**src/rtl/riscv_fetch_pkg.sv**
```systemverilog
// Shared fetch-stage types: machine widths, FSM encoding and the queue entry layout.
package riscv_fetch_pkg;

    localparam int XLEN        = 64;
    localparam int ILEN        = 32;
    localparam int INSTR_BYTES = 4;
    localparam logic [XLEN-1:0] RESET_PC = '0;

    typedef enum logic [1:0] {
        IDLE = 2'd0,
        RUN  = 2'd1,
        HALT = 2'd2
    } fetch_state_t;

    typedef struct packed {
        logic [XLEN-1:0] pc;
        logic [ILEN-1:0] instr;
    } fetch_entry_t;

endpackage

```
**src/rtl/fetch_queue.sv**
```systemverilog
// Small FIFO of fetched {pc, instr} entries; flush wins over push/pop, slots clear on reset.
module fetch_queue
    import riscv_fetch_pkg::*;
#(
    parameter int DEPTH = 2,
    localparam int AW   = $clog2(DEPTH)
) (
    input  logic         clk,
    input  logic         rst_n,
    input  logic         push,
    input  logic         pop,
    input  logic         flush,
    input  fetch_entry_t wdata,
    output fetch_entry_t head,
    output logic [AW:0]  count,
    output logic         full
);

    fetch_entry_t  mem [DEPTH];
    logic [AW-1:0] wr_ptr;
    logic [AW-1:0] rd_ptr;

    assign head = mem[rd_ptr];
    assign full = (count == (AW+1)'(DEPTH));

    always_ff @(posedge clk or negedge rst_n) begin
        if (!rst_n) begin
            for (int i = 0; i < DEPTH; i++) mem[i] <= '0;
            wr_ptr <= '0;
            rd_ptr <= '0;
            count  <= '0;
        end else if (flush) begin
            // Stale slot contents are left in place; count==0 hides them.
            wr_ptr <= '0;
            rd_ptr <= '0;
            count  <= '0;
        end else begin
            if (push) begin
                mem[wr_ptr] <= wdata;
                wr_ptr      <= wr_ptr + AW'(1);
            end
            if (pop) rd_ptr <= rd_ptr + AW'(1);
            case ({push, pop})
                2'b10:   count <= count + (AW+1)'(1);
                2'b01:   count <= count - (AW+1)'(1);
                default: count <= count;
            endcase
        end
    end

endmodule

```
**src/rtl/instr_fetch_unit.sv**
```systemverilog
// Fetch stage: owns the fetch PC, queues returned instructions for decode,
// and handles branch redirects (flush) and misaligned targets (sticky halt).
module instr_fetch_unit #(
    parameter int XLEN = riscv_fetch_pkg::XLEN,
    parameter int ILEN = riscv_fetch_pkg::ILEN,
    parameter logic [XLEN-1:0] RESET_PC = riscv_fetch_pkg::RESET_PC,
    parameter int QDEPTH = 2
) (
    input  logic            clk,
    input  logic            rst_n,
    output logic [XLEN-1:0] imem_pc,
    input  logic [ILEN-1:0] imem_instr,
    input  logic            fetch_en,
    input  logic            redirect_valid,
    input  logic [XLEN-1:0] redirect_pc,
    output logic            dec_valid,
    input  logic            dec_ready,
    output logic [XLEN-1:0] dec_pc,
    output logic [ILEN-1:0] dec_instr,
    output logic            fetch_halted,
    output logic [XLEN-1:0] halt_pc
);

    import riscv_fetch_pkg::*;

    localparam int AW = $clog2(QDEPTH);

    fetch_state_t    state, state_next;
    logic [XLEN-1:0] fetch_pc;
    logic            push, pop, flush, q_full;
    logic            redirect_ok, redirect_bad;
    logic [AW:0]     q_count;
    fetch_entry_t    q_wdata, q_head;

    assign imem_pc      = fetch_pc;
    assign redirect_ok  = (state == RUN) && redirect_valid && (redirect_pc[1:0] == 2'b00);
    assign redirect_bad = (state == RUN) && redirect_valid && (redirect_pc[1:0] != 2'b00);
    assign flush        = redirect_ok || redirect_bad;

    // Decode handshake: an entry transfers on a cycle where dec_valid && dec_ready;
    // dec_pc/dec_instr come from the head slot and stay put until that transfer.
    // A redirect in flight masks dec_valid so a wrong-path entry is never consumed.
    assign dec_valid = (q_count != '0) && !redirect_valid && (state != HALT);
    assign pop       = dec_valid && dec_ready;
    assign push      = (state == RUN) && fetch_en && !redirect_valid && (!q_full || pop);
    assign dec_pc    = q_head.pc;
    assign dec_instr = q_head.instr;

    assign q_wdata.pc    = fetch_pc;
    assign q_wdata.instr = imem_instr;

    fetch_queue #(.DEPTH(QDEPTH)) u_queue (
        .clk   (clk),
        .rst_n (rst_n),
        .push  (push),
        .pop   (pop),
        .flush (flush),
        .wdata (q_wdata),
        .head  (q_head),
        .count (q_count),
        .full  (q_full)
    );

    always_ff @(posedge clk or negedge rst_n) begin
        if (!rst_n) state <= IDLE;
        else        state <= state_next;
    end

    always_comb begin
        state_next = state;
        case (state)
            IDLE:    state_next = RUN;
            RUN:     if (redirect_bad) state_next = HALT;
            HALT:    state_next = HALT;
            default: state_next = IDLE;
        endcase
    end

    always_ff @(posedge clk or negedge rst_n) begin
        if (!rst_n) begin
            fetch_pc     <= RESET_PC;
            fetch_halted <= 1'b0;
            halt_pc      <= '0;
        end else begin
            if (redirect_ok)
                fetch_pc <= redirect_pc;
            else if (push)
                fetch_pc <= fetch_pc + XLEN'(INSTR_BYTES);
            // Only reachable from RUN, so the first offending target is kept.
            if (redirect_bad) begin
                fetch_halted <= 1'b1;
                halt_pc      <= redirect_pc;
            end
        end
    end

endmodule

```
**config.mk**
```make
export PLATFORM = sky130hd
export DESIGN_NAME = instr_fetch_unit
export DESIGN_NICKNAME = d
export VERILOG_FILES = /design/src/rtl/riscv_fetch_pkg.sv /design/src/rtl/fetch_queue.sv /design/src/rtl/instr_fetch_unit.sv
export SDC_FILE = /design/constraint.sdc
export NUM_CORES = 1
export LEC_CHECK = 0
export ABC_AREA = 1
export CORE_AREA = 2 2 155 217
export CTS_CLUSTER_DIAMETER = 80
export DETAILED_ROUTE_END_ITERATION = 10
export DIE_AREA = 0 0 157 219
export PLACE_DENSITY = 0.77
export SYNTH_ARGS = -nofsm -noshare
export SYNTH_HDL_FRONTEND = slang
export SYNTH_SLANG_ARGS = --single-unit
```
**constraint.sdc**
```tcl
create_clock -name clk -period 2.3 [get_ports clk]
set_clock_uncertainty 0.15 [all_clocks]
set_input_delay 0.46 -clock clk [delete_from_list [all_inputs] [get_ports clk]]
set_output_delay 0.46 -clock clk [all_outputs]
set_load 0.05 [all_outputs]
```
==> results of run 1 <==
cell usage after synthesis (4+ instances only):
library cell,instances
sky130_fd_sc_hd__buf_2,13
sky130_fd_sc_hd__buf_6,19
sky130_fd_sc_hd__clkbuf_1,60
sky130_fd_sc_hd__dfrtp_1,327
sky130_fd_sc_hd__ha_1,4
sky130_fd_sc_hd__inv_1,152
sky130_fd_sc_hd__nand2_1,976
sky130_fd_sc_hd__nand3_1,59
sky130_fd_sc_hd__nand4_1,15
sky130_fd_sc_hd__nor2_1,149
sky130_fd_sc_hd__nor3_1,4
sky130_fd_sc_hd__o211ai_1,8
sky130_fd_sc_hd__o21ai_0,141
sky130_fd_sc_hd__o21ai_1,18
sky130_fd_sc_hd__o21ai_2,80
sky130_fd_sc_hd__o221ai_1,9
sky130_fd_sc_hd__o22ai_1,15
sky130_fd_sc_hd__xor2_1,24
flip-flops by register name, indices dropped and copies added, names as in the netlist:
name	count
u_queue.mem	192
halt_pc	64
imem_pc	64
state	2
u_queue.count	2
fetch_halted	1
u_queue.rd_ptr	1
u_queue.wr_ptr	1
final cells by class:
type                    count  share of cell area [%]
well taps                 440                    2.43
clock buffers              52                    4.78
clock inverters            10                   0.581
multi-input cells        1512                    32.2
repair buffers            438                    21.2
flip-flops and latches    327                    36.2
inverters                 155                    2.63
where the power goes:
part	internal [W]	switching, W	total (W)
Clock	0.00360	0.00240	0.00600
Combinational	0.00728	0.0141	0.0214
Sequential	0.00827	0.00216	0.0104
worst reg2reg max path, cell delays in order, from the launching register on:
cell,delay (ns)
sky130_fd_sc_hd__dfrtp_1,0.45
sky130_fd_sc_hd__ha_1,0.21
sky130_fd_sc_hd__inv_1,0.09
sky130_fd_sc_hd__nor2_1,0.14
sky130_fd_sc_hd__nand2_1,0.14
sky130_fd_sc_hd__nor2_1,0.26
sky130_fd_sc_hd__buf_4,0.20
sky130_fd_sc_hd__nand2_1,0.09
sky130_fd_sc_hd__xor2_1,0.17
sky130_fd_sc_hd__nand2_1,0.08
sky130_fd_sc_hd__nand3_1,0.07
what timing repair did:
item                                   4_1_cts  5_1_grt
hold buffers                                 1        0
setup endpoints to repair                  170      102
gates resized for setup                    255      152
buffers inserted                             6        3
pin swaps                                   20       45
gates cloned                                11        5
endpoints found under the hold margin       49        0
through the flow:
| stage | setup slack [ns] | cells |
|---|---|---|
| finish | -0.107 | 2934 |
| global route | -0.136 | 2934 |
| CTS | -0.0940 | 2926 |
| detailed placement | -0.0944 | 2846 |
| global placement | -0.0567 | 2846 |
| floorplan | 0.129 | 2089 |
cell families after synthesis:
group	synth area share, %
fa+ha+maj	0.313
simple gates	29.2
xor+xnor	1.37
flops	51.2
buf+inv	6.88
compound gates	11.0
worst paths after layout:
check                                    start            to  cells after the start
min in group clk                   halt_pc[12]   halt_pc[12]                      2
worst min register to register     halt_pc[12]   halt_pc[12]                      2
worst min-delay path                     rst_n  fetch_halted                      2
worst max-delay path            u_queue.rd_ptr    dec_pc[44]                      6
max in group asynchronous                rst_n   halt_pc[37]                      3
worst max register to register      imem_pc[2]   imem_pc[34]                     10
layer usage:
layer | wire, um | GRT usage [%] | vias up | part of all wire (%)
met4 | 3000 | 15.5 | 0 | 5.1
met3 | 4370 | 5.85 | 162 | 7.4
met2 | 29600 | 58.4 | 730 | 50
met1 | 21700 | 39.1 | 7563 | 37
li1 | - | - | 7298 | -
met5 | 0 | 0 | - | 0
==> tab_implementation.tex, run 1 <==
\begin{tabular}{lr}
\hline
Metric & Value \\
\hline
\multicolumn{2}{l}{\textbf{GRT}} \\
Via count of the first global-routing pass & 15600 \\
Number of antenna violations at the first check in global routing & 0 \\
Overall fraction of global-route tracks in use & 33.1\% \\
Global-route congestion overflow total & 0 \\
Maximum number of pins on one net before global-route repair & 63 \\
Global-route wire length before repair & 86.4 mm \\
\multicolumn{2}{l}{\textbf{Cells and area}} \\
Layout filler cell count & 2543 \\
Most common library cell in the layout ignoring fill and taps & sky130\_fd\_sc\_hd\_\_nand2\_1 \\
Reg area & 0.00819 mm\^{}2 \\
Ant. Diodes & 0 \\
Final layout net count & 2573 \\
Footprint of the multi-input gates & 0.00728 mm\^{}2 \\
Highest-count cells in the layout ignoring fill and taps & 859 x sky130\_fd\_sc\_hd\_\_nand2\_1, 326 x sky130\_fd\_sc\_hd\_\_dfrtp\_1, 151 x sky130\_fd\_sc\_hd\_\_inv\_1 \\
Proportion of layout cells with a drive suffix above 1 & 21.4\% \\
Area Overhead vs Synth & 41.7\% \\
Final design utilization & 70.0\% \\
Final standard cell area without fillers & 0.0226 mm\^{}2 \\
\multicolumn{2}{l}{\textbf{Synthesis}} \\
Number of synthesized flops with an enable pin & 0 \\
Cell count after synthesis & 2089 \\
Post-synth ARST share & 100\% \\
Sequential-to-total area share from yosys stat & 51.2\% \\
Synthesized area per cell & 7.65 um\^{}2 \\
Synthesized net count & 2194 \\
Share of Yosys cell area claimed by the top area cell type & 51.2\% \\
Flop and latch count out of synthesis & 327 \\
Post-synth top area cell & sky130\_fd\_sc\_hd\_\_dfrtp\_1 \\
Synthesized cell area & 0.0160 mm\^{}2 \\
Top FF cell, synth & sky130\_fd\_sc\_hd\_\_dfrtp\_1 \\
Top post-synthesis cells by area & sky130\_fd\_sc\_hd\_\_dfrtp\_1 51\%, sky130\_fd\_sc\_hd\_\_nand2\_1 23\%, sky130\_fd\_sc\_hd\_\_o21ai\_0 4.4\% \\
Number of warnings printed during yosys synthesis & 0 \\
Count of unique library cells instantiated by Yosys & 30 \\
\multicolumn{2}{l}{\textbf{Placed design}} \\
Placer's final routability congestion estimate & 0.976 \\
Input/output buffers & 326 \\
Instance area after placement & 0.0198 mm\^{}2 \\
Placed wire-length estimate & 38.6 mm \\
\multicolumn{2}{l}{\textbf{Timing}} \\
Hold Vio Cnt, Final & 0 \\
Final critical delay including setup and external delays & 2.41 ns \\
Worst hold margin & 0.328 ns \\
Relative slew slack & 63.0\% \\
FMAX & 0.415 GHz \\
Final setup violating endpoints & 96 \\
RSZ-0062 raised after global routing & true \\
Measured slew at the worst slew-check pin & 0.554 ns \\
Final clock period utilization by the worst path & 105\% \\
Fin. max-slew vios & 0 \\
Summed negative setup slack over all endpoints & -4.60 ns \\
Crit path setup slack, layout & -0.107 ns \\
\multicolumn{2}{l}{\textbf{Worst setup path}} \\
Crit start category & register \\
Reg2Reg Setup Slack & 0.12 ns \\
Worst setup EP type & output port \\
Top Family by Delay on Critical Path & buffers and inverters \\
Worst-path fanout max & 6 \\
Delay contributed by the slowest stage of the critical path & 0.52 ns \\
Required arrival time at the worst endpoint & 1.69 ns \\
Cell occurring most often along the worst timing path & sky130\_fd\_sc\_hd\_\_nand2\_2 \\
Critical-path cell list & clkinv\_8, buf\_12, buf\_16, nand2\_2, nand2\_2, buf\_8 \\
Crit path buffers/inverters & 4 \\
Crit-path slowest cell & sky130\_fd\_sc\_hd\_\_dfrtp\_4 \\
Worst Path Class, Setup & register to output port \\
Data arrival time of the critical path & 1.80 ns \\
\multicolumn{2}{l}{\textbf{Route}} \\
Number of DRC violations after detailed-routing iteration 0 & 1360 \\
Number of design rule violations left after detail routing & 0 \\
Routed WL & 58.7 mm \\
Via density per instance & 5.37 \\
Average wire per standard cell & 20.0 um \\
Detail Route Antenna Nets & 0 \\
DRT Pass-1 Iters & 5 \\
Total via count after detailed routing & 15800 \\
\multicolumn{2}{l}{\textbf{CTS}} \\
Root Driver & sky130\_fd\_sc\_hd\_\_clkbuf\_16 \\
Number of CTS-inserted buffers & 34 \\
CTS H-Tree Depth & 2 \\
Clock-pin slew on the worst setup and hold paths & 0.06 ns \\
CTS tree & yes \\
Worst-Skew Late Latency & 0.53 ns \\
Max clock buf depth & 3 \\
Number of sinks on the clock net & 327 \\
\multicolumn{2}{l}{\textbf{Die}} \\
Initial core utilization & 49.4\% \\
Number of rows created at floorplan & 78 \\
Area of the core & 0.0323 mm\^{}2 \\
Die boundary width & 157 um \\
Die Footprint & 0.0344 mm\^{}2 \\
Height of the die & 219 um \\
Top-Level Pins & 327 \\
\multicolumn{2}{l}{\textbf{Power and ir drop}} \\
Total Power & 0.0378 W \\
Pwr Density & 1670 mW/mm\^{}2 \\
Worst vdd ir & 0.967 mV \\
Total leakage power & 11.3 nW \\
\multicolumn{2}{l}{\textbf{Run}} \\
Max cap viols & 0 \\
\multicolumn{2}{l}{\textbf{Min path}} \\
Class of the tightest hold or removal check & input pin to asynchronous set/reset pin \\
\multicolumn{2}{l}{\textbf{Outcome}} \\
Failing checks & negative setup slack \\
Status & complete, but fails checks \\
\hline
\end{tabular}
Power figures use the tool's default switching activity.
==> run 2: changes to the inputs <==
--- a/config.mk
+++ b/config.mk
@@ -11,6 +11,7 @@
 export DETAILED_ROUTE_END_ITERATION = 10
 export DIE_AREA = 0 0 157 219
 export PLACE_DENSITY = 0.77
+export SLEW_MARGIN = 15
 export SYNTH_ARGS = -nofsm -noshare
 export SYNTH_HDL_FRONTEND = slang
 export SYNTH_SLANG_ARGS = --single-unit
==> results of run 2 <==
The final DEF is identical to that of run 1; final timing and power are the same.
==> run 3: changes to the inputs <==
--- a/config.mk
+++ b/config.mk
@@ -6,12 +6,12 @@
 export NUM_CORES = 1
 export LEC_CHECK = 0
 export ABC_AREA = 1
-export CORE_AREA = 2 2 155 217
-export CTS_CLUSTER_DIAMETER = 80
+export CORE_AREA = 2 2 172 242
+export CTS_CLUSTER_DIAMETER = 100
 export DETAILED_ROUTE_END_ITERATION = 10
-export DIE_AREA = 0 0 157 219
-export PLACE_DENSITY = 0.77
+export DIE_AREA = 0 0 174 244
 export SLEW_MARGIN = 15
 export SYNTH_ARGS = -nofsm -noshare
 export SYNTH_HDL_FRONTEND = slang
 export SYNTH_SLANG_ARGS = --single-unit
+export TNS_END_PERCENT = 10
==> run 3 against run 2 <==
Compared with the run above:
- the run still ends with negative setup slack left
- clock power is 4.7% lower
- largest cell class unchanged
- clock-buffer cell count is 3 lower
- register-to-register slack better by 0.05 ns
- total power shrank 5.5%
- highest routed layer unchanged
- cell area is 2.6% lower
- via count is 5.0% lower
==> tab_implementation.tex, run 3 (synthesis gave the netlist of run 1 again) <==
\begin{tabular}{lr}
\hline
Metric & Value \\
\hline
\multicolumn{2}{l}{\textbf{Outcome}} \\
Status & complete, but fails checks \\
Failing checks & negative setup slack \\
\multicolumn{2}{l}{\textbf{Worst setup path}} \\
Worst-path fanout max & 12 \\
Crit start category & register \\
Reg2Reg Setup Slack & 0.17 ns \\
Data arrival time of the critical path & 1.75 ns \\
Start of the worst register-to-register path & imem\_pc[2] \\
Crit path buffers/inverters & 3 \\
Reg2reg end & imem\_pc[34] \\
Delay contributed by the slowest stage of the critical path & 0.54 ns \\
Critical-path cell list & buf\_4, clkbuf\_16, nand2\_1, nand2\_1, buf\_6 \\
Worst Path Class, Setup & register to output port \\
Top Family by Delay on Critical Path & flip-flops \\
Cell occurring most often along the worst timing path & sky130\_fd\_sc\_hd\_\_nand2\_1 \\
Worst setup EP type & output port \\
Length in cells of the worst reg-to-reg path & 10 \\
Required arrival time at the worst endpoint & 1.69 ns \\
Crit-path slowest cell & sky130\_fd\_sc\_hd\_\_dfrtp\_4 \\
\multicolumn{2}{l}{\textbf{Die}} \\
Number of rows created at floorplan & 87 \\
Height of the die & 244 um \\
Die boundary width & 174 um \\
Initial core utilization & 39.9\% \\
Top-Level Pins & 327 \\
Area of the core & 0.0401 mm\^{}2 \\
Die Footprint & 0.0425 mm\^{}2 \\
\multicolumn{2}{l}{\textbf{Timing}} \\
Summed negative setup slack over all endpoints & -2.32 ns \\
Fin. max-slew vios & 0 \\
Final setup violating endpoints & 70 \\
Measured slew at the worst slew-check pin & 0.557 ns \\
RSZ-0062 raised after global routing & true \\
Crit path setup slack, layout & -0.0624 ns \\
FMAX & 0.423 GHz \\
Hold Vio Cnt, Final & 0 \\
Final clock period utilization by the worst path & 103\% \\
Final critical delay including setup and external delays & 2.36 ns \\
Relative slew slack & 63.0\% \\
\multicolumn{2}{l}{\textbf{Cells and area}} \\
Highest-count cells in the layout ignoring fill and taps & 930 x sky130\_fd\_sc\_hd\_\_nand2\_1, 326 x sky130\_fd\_sc\_hd\_\_dfrtp\_1, 152 x sky130\_fd\_sc\_hd\_\_inv\_1 \\
Register ranked first by flip-flop count & u\_queue.mem \\
Proportion of layout cells with a drive suffix above 1 & 18.7\% \\
Number of flip-flops in the largest register & 192 \\
Final layout net count & 2570 \\
Area Overhead vs Synth & 38.0\% \\
Most common library cell in the layout ignoring fill and taps & sky130\_fd\_sc\_hd\_\_nand2\_1 \\
Final standard cell area without fillers & 0.0220 mm\^{}2 \\
\multicolumn{2}{l}{\textbf{Route}} \\
Detail Route Antenna Nets & 0 \\
Total via count after detailed routing & 15000 \\
Routed WL & 56.5 mm \\
Via density per instance & 4.95 \\
Number of design rule violations left after detail routing & 0 \\
Number of DRC violations after detailed-routing iteration 0 & 986 \\
Average wire per standard cell & 18.7 um \\
DRT Pass-1 Iters & 5 \\
\multicolumn{2}{l}{\textbf{Placed design}} \\
Input/output buffers & 326 \\
Placed wire-length estimate & 41.3 mm \\
Instance area after placement & 0.0201 mm\^{}2 \\
Placer's final routability congestion estimate & 0.943 \\
\multicolumn{2}{l}{\textbf{GRT}} \\
Maximum number of pins on one net before global-route repair & 62 \\
Number of antenna violations at the first check in global routing & 1 \\
Global-route wire length before repair & 85.8 mm \\
Via count of the first global-routing pass & 14900 \\
Global-route congestion overflow total & 0 \\
Overall fraction of global-route tracks in use & 26.0\% \\
\multicolumn{2}{l}{\textbf{Power and ir drop}} \\
Pwr Density & 1620 mW/mm\^{}2 \\
Total leakage power & 11.0 nW \\
Worst vdd ir & 0.872 mV \\
\multicolumn{2}{l}{\textbf{CTS}} \\
CTS H-Tree Depth & 2 \\
Worst-Skew Late Latency & 0.52 ns \\
Max clock buf depth & 3 \\
Number of CTS-inserted buffers & 35 \\
Clock-pin slew on the worst setup and hold paths & 0.06 ns \\
Root Driver & sky130\_fd\_sc\_hd\_\_clkbuf\_16 \\
Number of sinks on the clock net & 327 \\
CTS tree & yes \\
\multicolumn{2}{l}{\textbf{Min path}} \\
Class of the tightest hold or removal check & input pin to asynchronous set/reset pin \\
\multicolumn{2}{l}{\textbf{Run}} \\
Max cap viols & 0 \\
\hline
\end{tabular}
run 3: changes by cell type in the layout (fill, tap and decap cells not counted), sizes merged, moves of 3 or more:
cell / before / now
dlygate4sd2: 73 / 51
dlymetal6s2s: 1 / 14
buf: 260 / 265
clkbuf: 56 / 53
clkinv: 6 / 9
run 3: routing by layer:
metal | up-vias | wire length, um | track usage, %
met5 | - | 0 | 0
met4 | 0 | 1580 | 7.54
met3 | 79 | 2740 | 3.92
met2 | 431 | 29400 | 47.3
met1 | 7174 | 22800 | 31.9
li1 | 7280 | - | -
run 3: per-stage QoR:
step	power (W)	setup slack, ns	hold WS [ns]	utilization [%]	instances
after CTS	0.0356	-0.100	0.332	54.6	3018
after floorplan	0.0220	0.129	0.0144	-	2089
after detailed placement	0.0287	-0.114	0.290	50.1	2953
final	0.0357	-0.0624	0.307	55.0	3025
after global routing	0.0377	-0.129	0.331	55.0	3025
after global placement	0.0284	-0.0684	0.293	50.1	2953
run 3: worst max path at each step:
stage / from / end / depth (start not counted)
3_3_place_gp: redirect_valid / u_queue.mem[149] / 9
6_report: u_queue.rd_ptr / dec_pc[14] / 5
2_1_floorplan: u_queue.rd_ptr / dec_pc[30] / 6
5_1_grt: u_queue.rd_ptr / dec_pc[52] / 5
4_1_cts: u_queue.rd_ptr / dec_pc[28] / 5
3_5_place_dp: redirect_valid / u_queue.mem[147] / 9
run 3: worst reg2reg max path, stage by stage, from the launching register on:
cell,delay (ns)
sky130_fd_sc_hd__dfrtp_1,0.47
sky130_fd_sc_hd__ha_2,0.27
sky130_fd_sc_hd__inv_1,0.06
sky130_fd_sc_hd__nor2_1,0.13
sky130_fd_sc_hd__nand2_1,0.15
sky130_fd_sc_hd__nor2_2,0.23
sky130_fd_sc_hd__buf_4,0.18
sky130_fd_sc_hd__nand2_1,0.09
sky130_fd_sc_hd__xor2_1,0.16
sky130_fd_sc_hd__nand2_1,0.06
sky130_fd_sc_hd__nand3_1,0.06
run 3: what timing repair did:
| item | CTS | global route |
|---|---|---|
| resized for setup | 230 | 23 |
| gates cloned | 1 | 4 |
| endpoints found under the hold margin | 42 | 0 |
| pin swaps | 7 | 1 |
| hold buffers | 1 | 0 |
| endpoints found under the setup margin | 148 | 113 |
| buffers inserted | 1 | 2 |
run 3: final cells by class:
class	instances	area (um^2)
Fill cell	3892	18000
Sequential cell	327	8190
Multi-Input combinational cell	1512	6840
Timing Repair Buffer	434	4590
Clock buffer	49	1040
Tap cell	534	668
Inverter	155	594
Clock inverter	13	125
Antenna cell	1	2.50
run 3: report_power, final:
group | switching (W) | leakage, nW | internal [W]
Combinational | 0.0133 | 6.21 | 0.00654
Clock | 0.00234 | 0.583 | 0.00338
Sequential | 0.00188 | 4.23 | 0.00827
Total | 0.0175 | 11.0 | 0.0182
